**src/rtl/pir_pkg.sv**
```systemverilog
// rtl/pir_pkg.sv - shared constants for the three-channel PIR motion monitor
package pir_pkg;
  localparam int SENSOR_W            = 7;
  localparam int DISP_W              = 8;
  localparam int ACC_W               = 10;
  localparam int N_SENSORS           = 3;
  localparam int DEFAULT_THRESHOLD   = 50;
  localparam int DEFAULT_WINDOW_LOG2 = 3;

  localparam logic [3:0] IDX_S1 = 4'd1;
  localparam logic [3:0] IDX_S2 = 4'd2;
  localparam logic [3:0] IDX_S3 = 4'd3;
endpackage

```
**src/rtl/pir_motion_monitor_if.sv**
```systemverilog
// rtl/pir_motion_monitor_if.sv - sensor inputs and display/alarm outputs of the monitor
interface pir_motion_monitor_if;
  logic       turn;
  logic       stop_alarm;
  logic [6:0] pir_sensor_1;
  logic [6:0] pir_sensor_2;
  logic [6:0] pir_sensor_3;
  logic [2:0] LED;
  logic       buzzer;
  logic [7:0] display_threshold;
  logic [3:0] display_from_threshold;
  logic [7:0] display_last_measurment;
  logic [3:0] display_from_measurment;
  logic [7:0] display_total_sensors;
  logic [7:0] display_average_1;
  logic [7:0] display_average_2;
  logic [7:0] display_average_3;
  logic [7:0] check_counter;
  logic [7:0] check_counter_total;

  modport slave (
    input  turn, stop_alarm, pir_sensor_1, pir_sensor_2, pir_sensor_3,
    output LED, buzzer, display_threshold, display_from_threshold,
           display_last_measurment, display_from_measurment, display_total_sensors,
           display_average_1, display_average_2, display_average_3,
           check_counter, check_counter_total
  );

  modport master (
    output turn, stop_alarm, pir_sensor_1, pir_sensor_2, pir_sensor_3,
    input  LED, buzzer, display_threshold, display_from_threshold,
           display_last_measurment, display_from_measurment, display_total_sensors,
           display_average_1, display_average_2, display_average_3,
           check_counter, check_counter_total
  );
endinterface

```
**src/rtl/pir_channel.sv**
```systemverilog
// rtl/pir_channel.sv - one sensor: threshold comparator, window accumulator, average register
module pir_channel
  import pir_pkg::*;
#(
  parameter int THRESHOLD   = DEFAULT_THRESHOLD,
  parameter int WINDOW_LOG2 = DEFAULT_WINDOW_LOG2
) (
  input  logic                clk,
  input  logic                rst,
  input  logic                sample_i,
  input  logic                wrap_i,
  input  logic [SENSOR_W-1:0] reading_i,
  output logic                over_o,
  output logic [DISP_W-1:0]   avg_o
);
  localparam logic [SENSOR_W-1:0] THR = SENSOR_W'(THRESHOLD);

  logic [ACC_W-1:0]  acc_q, acc_d, sum;
  logic [DISP_W-1:0] avg_q, avg_d;

  assign over_o = (reading_i > THR);
  assign sum    = acc_q + ACC_W'(reading_i);
  assign avg_o  = avg_q;

  always_comb begin
    acc_d = acc_q;
    avg_d = avg_q;
    if (sample_i) begin
      // The closing sample is folded into the average directly, so the accumulator restarts at 0
      if (wrap_i) begin
        acc_d = '0;
        avg_d = DISP_W'(sum >> WINDOW_LOG2);
      end else begin
        acc_d = sum;
      end
    end
  end

  always_ff @(posedge clk) begin
    if (rst) begin
      acc_q <= '0;
      avg_q <= '0;
    end else begin
      acc_q <= acc_d;
      avg_q <= avg_d;
    end
  end
endmodule

```
**src/rtl/pir_motion_monitor.sv**
```systemverilog
// rtl/pir_motion_monitor.sv - three-channel PIR monitor: window counter, alarm latch, max tracking
module pir_motion_monitor
  import pir_pkg::*;
#(
  parameter int THRESHOLD   = DEFAULT_THRESHOLD,
  parameter int WINDOW_LOG2 = DEFAULT_WINDOW_LOG2
) (
  input logic                    clk,
  input logic                    rst,
  pir_motion_monitor_if.slave    bus
);
  logic [SENSOR_W-1:0]  reading [N_SENSORS];
  logic [N_SENSORS-1:0] over;
  logic [DISP_W-1:0]    avg [N_SENSORS];
  logic                 sample, wrap;

  logic [N_SENSORS-1:0]   led_q, led_d;
  logic                   alarm_q, alarm_d;
  logic [DISP_W-1:0]      total_q, total_d;
  logic [SENSOR_W-1:0]    max_q, max_d;
  logic [3:0]             idx_q, idx_d;
  logic [WINDOW_LOG2-1:0] cnt_q, cnt_d;
  logic [DISP_W-1:0]      win_q, win_d;

  assign reading[0] = bus.pir_sensor_1;
  assign reading[1] = bus.pir_sensor_2;
  assign reading[2] = bus.pir_sensor_3;
  assign sample     = bus.turn;
  assign wrap       = sample && (cnt_q == '1);

  for (genvar g = 0; g < N_SENSORS; g++) begin : g_ch
    pir_channel #(.THRESHOLD(THRESHOLD), .WINDOW_LOG2(WINDOW_LOG2)) u_ch (
      .clk       (clk),
      .rst       (rst),
      .sample_i  (sample),
      .wrap_i    (wrap),
      .reading_i (reading[g]),
      .over_o    (over[g]),
      .avg_o     (avg[g])
    );
  end

  always_comb begin
    led_d   = sample ? over : '0;
    alarm_d = alarm_q;
    total_d = total_q;
    max_d   = max_q;
    idx_d   = idx_q;
    cnt_d   = cnt_q;
    win_d   = win_q;
    if (sample && (|over)) alarm_d = 1'b1;
    // A stop request beats a same-cycle set; a persisting reading re-arms on the following sample
    if (bus.stop_alarm)   alarm_d = 1'b0;
    if (!alarm_q && alarm_d && (total_q != '1)) total_d = total_q + 1'b1;
    if (sample) begin
      max_d = reading[0];
      idx_d = IDX_S1;
      if (reading[1] > max_d) begin
        max_d = reading[1];
        idx_d = IDX_S2;
      end
      if (reading[2] > max_d) begin
        max_d = reading[2];
        idx_d = IDX_S3;
      end
      cnt_d = cnt_q + 1'b1;
      if (wrap) win_d = win_q + 1'b1;
    end
  end

  always_ff @(posedge clk) begin
    if (rst) begin
      led_q   <= '0;
      alarm_q <= 1'b0;
      total_q <= '0;
      max_q   <= '0;
      idx_q   <= '0;
      cnt_q   <= '0;
      win_q   <= '0;
    end else begin
      led_q   <= led_d;
      alarm_q <= alarm_d;
      total_q <= total_d;
      max_q   <= max_d;
      idx_q   <= idx_d;
      cnt_q   <= cnt_d;
      win_q   <= win_d;
    end
  end

  assign bus.LED                     = led_q;
  assign bus.buzzer                  = alarm_q;
  assign bus.display_threshold       = DISP_W'(THRESHOLD);
  assign bus.display_from_threshold  = {|led_q, led_q};
  assign bus.display_last_measurment = DISP_W'(max_q);
  assign bus.display_from_measurment = idx_q;
  assign bus.display_total_sensors   = total_q;
  assign bus.display_average_1       = avg[0];
  assign bus.display_average_2       = avg[1];
  assign bus.display_average_3       = avg[2];
  assign bus.check_counter           = DISP_W'(cnt_q);
  assign bus.check_counter_total     = win_q;
endmodule

```
**src/flat_wrapper.sv**
```systemverilog
// flat-port wrapper written by rule: the top's interface ports become plain ports
module pir_motion_monitor_flat import pir_pkg::*;
#(
  parameter int THRESHOLD   = DEFAULT_THRESHOLD,
  parameter int WINDOW_LOG2 = DEFAULT_WINDOW_LOG2
)
  (clk, rst, bus_turn, bus_stop_alarm, bus_pir_sensor_1, bus_pir_sensor_2, bus_pir_sensor_3, bus_LED, bus_buzzer, bus_display_threshold, bus_display_from_threshold, bus_display_last_measurment, bus_display_from_measurment, bus_display_total_sensors, bus_display_average_1, bus_display_average_2, bus_display_average_3, bus_check_counter, bus_check_counter_total);
  pir_motion_monitor_if bus_i ();
  input logic clk;
  input logic rst;
  input wire logic [$bits(bus_i.turn)-1:0] bus_turn;
  input wire logic [$bits(bus_i.stop_alarm)-1:0] bus_stop_alarm;
  input wire logic [$bits(bus_i.pir_sensor_1)-1:0] bus_pir_sensor_1;
  input wire logic [$bits(bus_i.pir_sensor_2)-1:0] bus_pir_sensor_2;
  input wire logic [$bits(bus_i.pir_sensor_3)-1:0] bus_pir_sensor_3;
  output wire logic [$bits(bus_i.LED)-1:0] bus_LED;
  output wire logic [$bits(bus_i.buzzer)-1:0] bus_buzzer;
  output wire logic [$bits(bus_i.display_threshold)-1:0] bus_display_threshold;
  output wire logic [$bits(bus_i.display_from_threshold)-1:0] bus_display_from_threshold;
  output wire logic [$bits(bus_i.display_last_measurment)-1:0] bus_display_last_measurment;
  output wire logic [$bits(bus_i.display_from_measurment)-1:0] bus_display_from_measurment;
  output wire logic [$bits(bus_i.display_total_sensors)-1:0] bus_display_total_sensors;
  output wire logic [$bits(bus_i.display_average_1)-1:0] bus_display_average_1;
  output wire logic [$bits(bus_i.display_average_2)-1:0] bus_display_average_2;
  output wire logic [$bits(bus_i.display_average_3)-1:0] bus_display_average_3;
  output wire logic [$bits(bus_i.check_counter)-1:0] bus_check_counter;
  output wire logic [$bits(bus_i.check_counter_total)-1:0] bus_check_counter_total;
  assign bus_i.turn = bus_turn;
  assign bus_i.stop_alarm = bus_stop_alarm;
  assign bus_i.pir_sensor_1 = bus_pir_sensor_1;
  assign bus_i.pir_sensor_2 = bus_pir_sensor_2;
  assign bus_i.pir_sensor_3 = bus_pir_sensor_3;
  assign bus_LED = bus_i.LED;
  assign bus_buzzer = bus_i.buzzer;
  assign bus_display_threshold = bus_i.display_threshold;
  assign bus_display_from_threshold = bus_i.display_from_threshold;
  assign bus_display_last_measurment = bus_i.display_last_measurment;
  assign bus_display_from_measurment = bus_i.display_from_measurment;
  assign bus_display_total_sensors = bus_i.display_total_sensors;
  assign bus_display_average_1 = bus_i.display_average_1;
  assign bus_display_average_2 = bus_i.display_average_2;
  assign bus_display_average_3 = bus_i.display_average_3;
  assign bus_check_counter = bus_i.check_counter;
  assign bus_check_counter_total = bus_i.check_counter_total;
  pir_motion_monitor #(.THRESHOLD(THRESHOLD), .WINDOW_LOG2(WINDOW_LOG2)) u_core (.clk(clk), .rst(rst), .bus(bus_i));
endmodule
```
**config.mk**
```make
export PLATFORM = sky130hd
export DESIGN_NAME = pir_motion_monitor_flat
export DESIGN_NICKNAME = d
export VERILOG_FILES = /design/src/rtl/pir_pkg.sv /design/src/rtl/pir_motion_monitor_if.sv /design/src/rtl/pir_channel.sv /design/src/rtl/pir_motion_monitor.sv /design/src/flat_wrapper.sv
export SDC_FILE = /design/constraint.sdc
export NUM_CORES = 1
export LEC_CHECK = 0
export ABC_AREA = 1
export CORE_MARGIN = 2
export CORE_UTILIZATION = 52
export DETAILED_ROUTE_END_ITERATION = 10
export GPL_TIMING_DRIVEN = 0
export PLACE_DENSITY = 0.83
export SLEW_MARGIN = 20
export SYNTH_ARGS = -nofsm -noshare
export SYNTH_HDL_FRONTEND = slang
export SYNTH_SLANG_ARGS = --single-unit
```
**constraint.sdc**
```tcl
create_clock -name clk -period 3.02 [get_ports clk]
set_input_delay 0.453 -clock clk [delete_from_list [all_inputs] [get_ports clk]]
set_output_delay 0.453 -clock clk [all_outputs]
set_load 0.02 [all_outputs]
```
==> results.yml, run 1 <==
worst_setup_path:
  rr_worst_depth: 11
  required_ps: 3260
  crit_path_top_delay_cell: "ha_1"
  crit_path_frequent_cell: "nand2_4"
  cp.arrival_ps: 3040
  crit_fanout: 9
  start_kind: "input port"
  critical_path.top_delay_family: "simple AND/OR/NAND/NOR gates"
  crit_chain: "dlygate4sd2_1, ha_1, a21o_1, nor2_2, nand2_4, nand2_4, nand2_1, and2_1, ha_1, a21oi_1, o21ai_1, nand2_1, nand2_4, nand2_4, nand3_1, nand2_1, a21oi_1"
  critPathBufInv: 1
  crit_path_end_kind: "flop"
  cp.depth: 17
  crit_type: "input port to flop"
  critical-path-max-stage-delay_ps: 360
yosys:
  ys.flop_type: "dfxtp_1"
  synth_most_common_cell: "nand2_1"
  synth_edf_count: 0
  yosysTopAreaCell: "dfxtp_1"
  synth_seq_cells: 83
  synth_common_cells: "nand2_1, dfxtp_1, inv_1"
  netlist_instances: 729
  yosys.cell_types.count: 40
  netlist_area_um2: 5080
  syn_avg_cell_area_um2: 6.97
  yosysSeqAreaShare: 0.327
  synth_warnings: 0
  synth_area_leaders: "dfxtp_1, nand2_1, ha_1"
  netlist.area_leader.share: 0.327
  ys_async_sr_fraction: 0
timing:
  fin_crit_ps: 2810
  drv_slew: 0
  fmax_mhz: 356
  final-hold-violation-count: 0
  fin_skew_ps: 14.2
  relSlewSlack: 0.569
  setup_tns_ps: 0
  rsz0062_at_grt: "no"
  post-route-period-util: 0.929
  tightest_slew_ps: 646
  setup_viol: 0
routing:
  drc_errors: 0
  vias: 4944
  ant_nets: 0
  wl_met2_um: 6130
  met1_length_um: 6080
  top_layer_used: "met4"
  wl_met3_um: 691
  viasPerCell: 5.07
  first_iter_violations: 287
  wl_per_cell_um: 13.5
  drt-pass1-iter-count: 5
  wirelength_um: 13200
placed_design:
  dp_hpwl_um: 9930
  gp_congestion: 0.883
  port_buffers: 80
grt:
  grt_max_degree: 15
  antenna_found_initial: 0
  grt_pass1_wl_um: 21100
  grt_usage: 0.257
  grt_pass1_vias: 4544
  overflow: 0
power:
  seqPwrFrac: 0.428
  power_frac_comb: 0.272
  p_leak_nw: 3.11
  swShare: 0.335
  p_per_area_nw_per_um2: 442
  ir_worst_vdd_v: 0.000256
  p_switching_mw: 0.942
  p_int_mw: 1.87
  p_clk_frac: 0.300
finish:
  area_growth_pct: 25.0
  drive_gt1_frac: 0.0949
  multi_input_area_um2: 2940
  final_nets: 905
  area.sequential_um2: 1660
  final_core_util: 0.659
  fillers: 863
  n_antenna_cell: 0
floorplanning:
  chipHeight_um: 103
  start_util: 0.527
  rows: 36
  die_area_um2: 10600
  fp.coreArea_um2: 9640
  ioPinCount: 101
  die_w_um: 103
hold_path:
  min_path_cells: 5
  hold_path_class: "input port to flop"
clock_network:
  htreeDepth: 3
  cts_tree: "yes"
  root_buffer: "clkbuf_8"
  clk_pin_slew_worst_paths_ps: 90
  insertion_delay_ps: 370
  cts_made_buffers: 9
  clock-sinks: 83
  clockBufferDepth: 2
  postCtsHoldBufs: 0
run:
  cap_violations: 0
outcome:
  status: "finished clean"
==> registers in the layout, indices dropped and copies added, names as in the netlist <==
register	flops
u_core.max_q	7
u_core.bus.buzzer	1
u_core.bus.display_from_measurment	2
u_core.bus.check_counter_total	8
u_core.g_ch.u_ch.acc_q	30
u_core.bus.display_total_sensors	8
u_core.g_ch.u_ch.avg_o	21
u_core.cnt_q	3
u_core.bus.LED	3
==> power groups by stage <==
stage / clock network, mW / registers (mW) / logic [mW]
floorplan: 0 / 1.25 / 0.488
global placement: 0 / 1.22 / 0.719
detailed placement: 0 / 1.23 / 0.738
CTS: 0.851 / 1.20 / 0.751
global route: 0.895 / 1.21 / 0.854
finish: 0.843 / 1.20 / 0.764
==> final timing paths <==
check	slack (ps)	start	end
worst min-delay path	450	bus_turn	u_core.max_q[1]$_SDFFE_PP0P_
worst max-delay path	210	bus_pir_sensor_2[6]	u_core.max_q[5]$_SDFFE_PP0P_
worst max register to register	1140	u_core.g_ch[2].u_ch.acc_q[0]$_SDFFE_PP0P_	u_core.g_ch[2].u_ch.avg_o[5]$_SDFFE_PP0P_
worst min register to register	470	u_core.max_q[3]$_SDFFE_PP0P_	u_core.max_q[3]$_SDFFE_PP0P_
==> cell families after synthesis <==
kind of cell,Yosys count,share of synthesized area
and+or+nand+nor,340,0.298
buffers and inverters,131,0.117
AOI/OAI and AO/OA,113,0.118
DFF,83,0.327
adders and majority gates,42,0.108
xor gates and xnor gates,18,0.0310
other,2,0.00148
==> through the flow <==
stage	area (µm²)	instances	power, mW	setup WS [ps]	hold slack, ps
final	6350	976	2.81	215	455
after global routing	6350	976	2.96	29.6	457
after CTS	6340	975	2.80	20.4	451
after detailed placement	6110	959	1.96	-563	458
after global placement	6110	959	1.94	-534	445
after floorplan	5140	746	1.74	404	449
==> routing by layer <==
layer,vias to the layer above,track usage
met2,154,0.429
met4,0,0.0972
met1,2254,0.336
li1,2511,-
met3,25,0.0400
met5,-,0
==> worst min-delay path, delay by kind of cell <==
kind                   cells  cell delay (ps)
buffers and inverters      2              150
AOI/OAI and AO/OA          1               50
and+or+nand+nor            2              110
==> timing repair <==
action,CTS,global route
setup buffers,0,1
pin swaps,2,2
gates resized for setup,16,14
setup endpoints to repair,7,9
==> cell usage in the layout (no fill, tap or decap), drive strengths merged, types with 4 or more instances in the layout <==
cell	instances
nand3	45
xnor2	4
nor3	6
o211ai	5
nand3b	5
a21oi	68
nand2	188
clkbuf	24
nor2	81
and2	5
nand4	6
dfxtp	83
clkinv	4
inv	87
buf	35
xor2	14
o21ai	32
dlygate4sd2	6
clkdlybuf4s50	67
ha	39
conb	19
==> area by class of cell <==
type,count,share of cell area
Clock buffer,11,0.0223
Inverter,88,0.0520
Clock inverter,5,0.00945
Multi-Input combinational cell,532,0.463
Sequential cell,83,0.262
Tap cell,133,0.0262
Buffer,43,0.0414
Timing Repair Buffer,81,0.124
Note: power is estimated with default switching activity, not from simulation.
==> inputs of run 2 (changes only) <==
--- a/config.mk
+++ b/config.mk
@@ -8,6 +8,7 @@
 export ABC_AREA = 1
 export CORE_MARGIN = 2
 export CORE_UTILIZATION = 52
+export CTS_CLUSTER_SIZE = 12
 export DETAILED_ROUTE_END_ITERATION = 10
 export GPL_TIMING_DRIVEN = 0
 export PLACE_DENSITY = 0.83
==> constraint.sdc (replaced) <==
create_clock -name clk -period 3.02 [get_ports clk]
set_input_delay 0.906 -clock clk [delete_from_list [all_inputs] [get_ports clk]]
set_output_delay 0.906 -clock clk [all_outputs]
set_load 0.02 [all_outputs]
==> run 2 against run 1 <==
  * Largest cell class unchanged
  * Final area grew 4.5%
  * Final cell count up 0.61%
  * Non-clock buffer count grew 5
  * Power up 1.2%
  * Largest power group unchanged
  * Critical path type unchanged
  * Wire length rose by 1.2%
  * Hold slack improved by 11 ps
  * Critical endpoint is now u_core.max_q[3]$_SDFFE_PP0P_
  * Die area unchanged
  * First-iteration DRC count down 23%
  * Clock skew shrank 5.0 ps
  * Register-to-register slack about the same
  * Sequential power about the same
==> results.yml, run 2 (synthesized netlist as in run 1, its figures left out) <==
timing:
  final-hold-violation-count: 0
  relSlewSlack: 0.596
  drv_slew: 0
  fmax_mhz: 338
  setup_viol: 0
  post-route-period-util: 0.980
  fin_crit_ps: 2960
  fin_skew_ps: 9.25
  tightest_slew_ps: 607
worst_setup_path:
  cp.depth: 18
  crit_path_end_kind: "flop"
  cp.arrival_ps: 3190
  critical-path-max-stage-delay_ps: 280
  crit_type: "input port to flop"
  crit_chain: "buf_2, ha_4, nand2_2, nor2_4, nand4_4, nand2_8, nand2_4, and2_4, ha_4, nand2_2, nor2_4, nand2_2, nand2_4, nand3_1, nand2_1, clkinv_1, nand2_1, a21oi_1"
  crit_path_frequent_cell: "nand2_2"
  required_ps: 3250
  rr_worst_depth: 8
  critical_path.top_delay_family: "simple AND/OR/NAND/NOR gates"
  start_kind: "input port"
  critPathBufInv: 2
  crit_fanout: 7
  crit_path_top_delay_cell: "ha_4"
clock_network:
  postCtsHoldBufs: 0
  insertion_delay_ps: 370
  htreeDepth: 3
  clock-sinks: 83
  cts_tree: "yes"
  cts_made_buffers: 9
  clk_pin_slew_worst_paths_ps: 100
  root_buffer: "clkbuf_8"
  clockBufferDepth: 2
routing:
  wl_per_cell_um: 13.6
  vias: 4982
  met1_length_um: 5970
  wirelength_um: 13300
  ant_nets: 0
  first_iter_violations: 220
  wl_met2_um: 6370
  top_layer_used: "met4"
  viasPerCell: 5.07
  drt-pass1-iter-count: 6
  wl_met3_um: 740
  drc_errors: 0
grt:
  grt_max_degree: 17
  overflow: 0
  grt_pass1_wl_um: 21000
  antenna_found_initial: 0
  grt_pass1_vias: 4546
  grt_usage: 0.252
finish:
  multi_input_area_um2: 3230
  area.sequential_um2: 1660
  final_core_util: 0.689
  final_common_cell: "nand2_1"
  area_growth_pct: 30.7
  final_nets: 911
  top_register: "u_core.g_ch.u_ch.acc_q"
  drive_gt1_frac: 0.166
  n_antenna_cell: 0
  finalNonFillerCells: 982
  largest_register_ffs: 30
  final_design_area_no_fill_um2: 6640
  final_cell_mix: "nand2_1, dfxtp_1, inv_1"
  fillers: 830
placed_design:
  dpl.cell_count: 959
  dp_hpwl_um: 9860
  gp_congestion: 0.914
  port_buffers: 80
  place_area_um2: 6140
hold_path:
  min_path_cells: 1
  hold_path_class: "flop to flop"
floorplanning:
  die_w_um: 103
  die_area_um2: 10600
  fp.coreArea_um2: 9640
  start_util: 0.527
  rows: 36
  chipHeight_um: 103
  ioPinCount: 101
power:
  p_int_mw: 1.82
  seqPwrFrac: 0.422
  p_clk_frac: 0.270
  power_mw: 2.84
  p_leak_nw: 3.14
  ir_worst_vdd_v: 0.000274
  p_switching_mw: 1.02
  p_per_area_nw_per_um2: 428
  swShare: 0.359
  power_frac_comb: 0.308
outcome:
  status: "finished clean"
run:
  cap_violations: 0
## run 2: cell types whose count changed in the layout (fill, tap and decap cells not counted), moves of 6 or more
cell / change
a21oi_1: -6
ha_4: +9
nand2_1: -11
nand3_2: +7
nand3_1: -8
ha_1: -9
buf_4: +10
nand2_2: +11
a21oi_2: +6
## run 2: path summary, 6_finish.rpt
path                                                  start                                             end  slack, ps
max                                     bus_pir_sensor_2[5]                    u_core.max_q[3]$_SDFFE_PP0P_         60
min          u_core.bus.check_counter_total[7]$_SDFFE_PP0P_  u_core.bus.check_counter_total[7]$_SDFFE_PP0P_        470
max reg2reg       u_core.g_ch[1].u_ch.acc_q[0]$_SDFFE_PP0P_       u_core.g_ch[1].u_ch.acc_q[6]$_SDFFE_PP0P_       1130
min reg2reg  u_core.bus.check_counter_total[7]$_SDFFE_PP0P_  u_core.bus.check_counter_total[7]$_SDFFE_PP0P_        470
## run 2: power groups by stage
stage          clock (mW)  combinational [mW]  sequential, mW
3_3_place_gp            0               0.734            1.22
4_1_cts             0.781               0.799            1.20
3_5_place_dp            0               0.755            1.23
2_1_floorplan           0               0.498            1.25
6_report            0.768               0.875            1.20
5_1_grt             0.821               0.963            1.21
## run 2: through the flow
step | hold slack, ps | setup WS, ps | TNS (ps)
2_1_floorplan | 449 | 4.30 | 0
3_3_place_gp | 446 | -917 | -7540
3_5_place_dp | 455 | -1020 | -8470
4_1_cts | 468 | 5.03 | 0
5_1_grt | 498 | -59.6 | -298
6_report | 466 | 59.1 | 0
## run 2: area by class of cell
cell class	instances	share of cell area
inverter	88	0.0501
sequential	83	0.250
multi-input combinational	533	0.486
clock buffer	9	0.0187
timing repair buffer	86	0.121
tap	133	0.0251
buffer	43	0.0396
clock inverter	7	0.00905
## run 2: metal layers
| metal | global-route usage | up-vias |
|---|---|---|
| met1 | 0.337 | 2285 |
| met5 | 0 | - |
| met4 | 0.0678 | 0 |
| met3 | 0.0420 | 25 |
| met2 | 0.425 | 146 |
| li1 | - | 2526 |
## run 2: timing repair
item                                    CTS  global route
setup buffers                             2             4
gates resized for setup                  68            58
cloned                                    1             0
endpoints found under the setup margin    9             8
pin swaps                                13            16
==> inputs of run 3 (changes only) <==
--- a/config.mk
+++ b/config.mk
@@ -16,3 +16,4 @@
 export SYNTH_ARGS = -nofsm -noshare
 export SYNTH_HDL_FRONTEND = slang
 export SYNTH_SLANG_ARGS = --single-unit
+export TNS_END_PERCENT = 10
==> constraint.sdc (replaced) <==
create_clock -name clk -period 3.02 [get_ports clk]
set_input_delay 0.453 -clock clk [delete_from_list [all_inputs] [get_ports clk]]
set_output_delay 0.453 -clock clk [all_outputs]
set_load 0.02 [all_outputs]
==> results of run 3 <==
The final DEF is identical to that of run 1; final timing and power are the same.
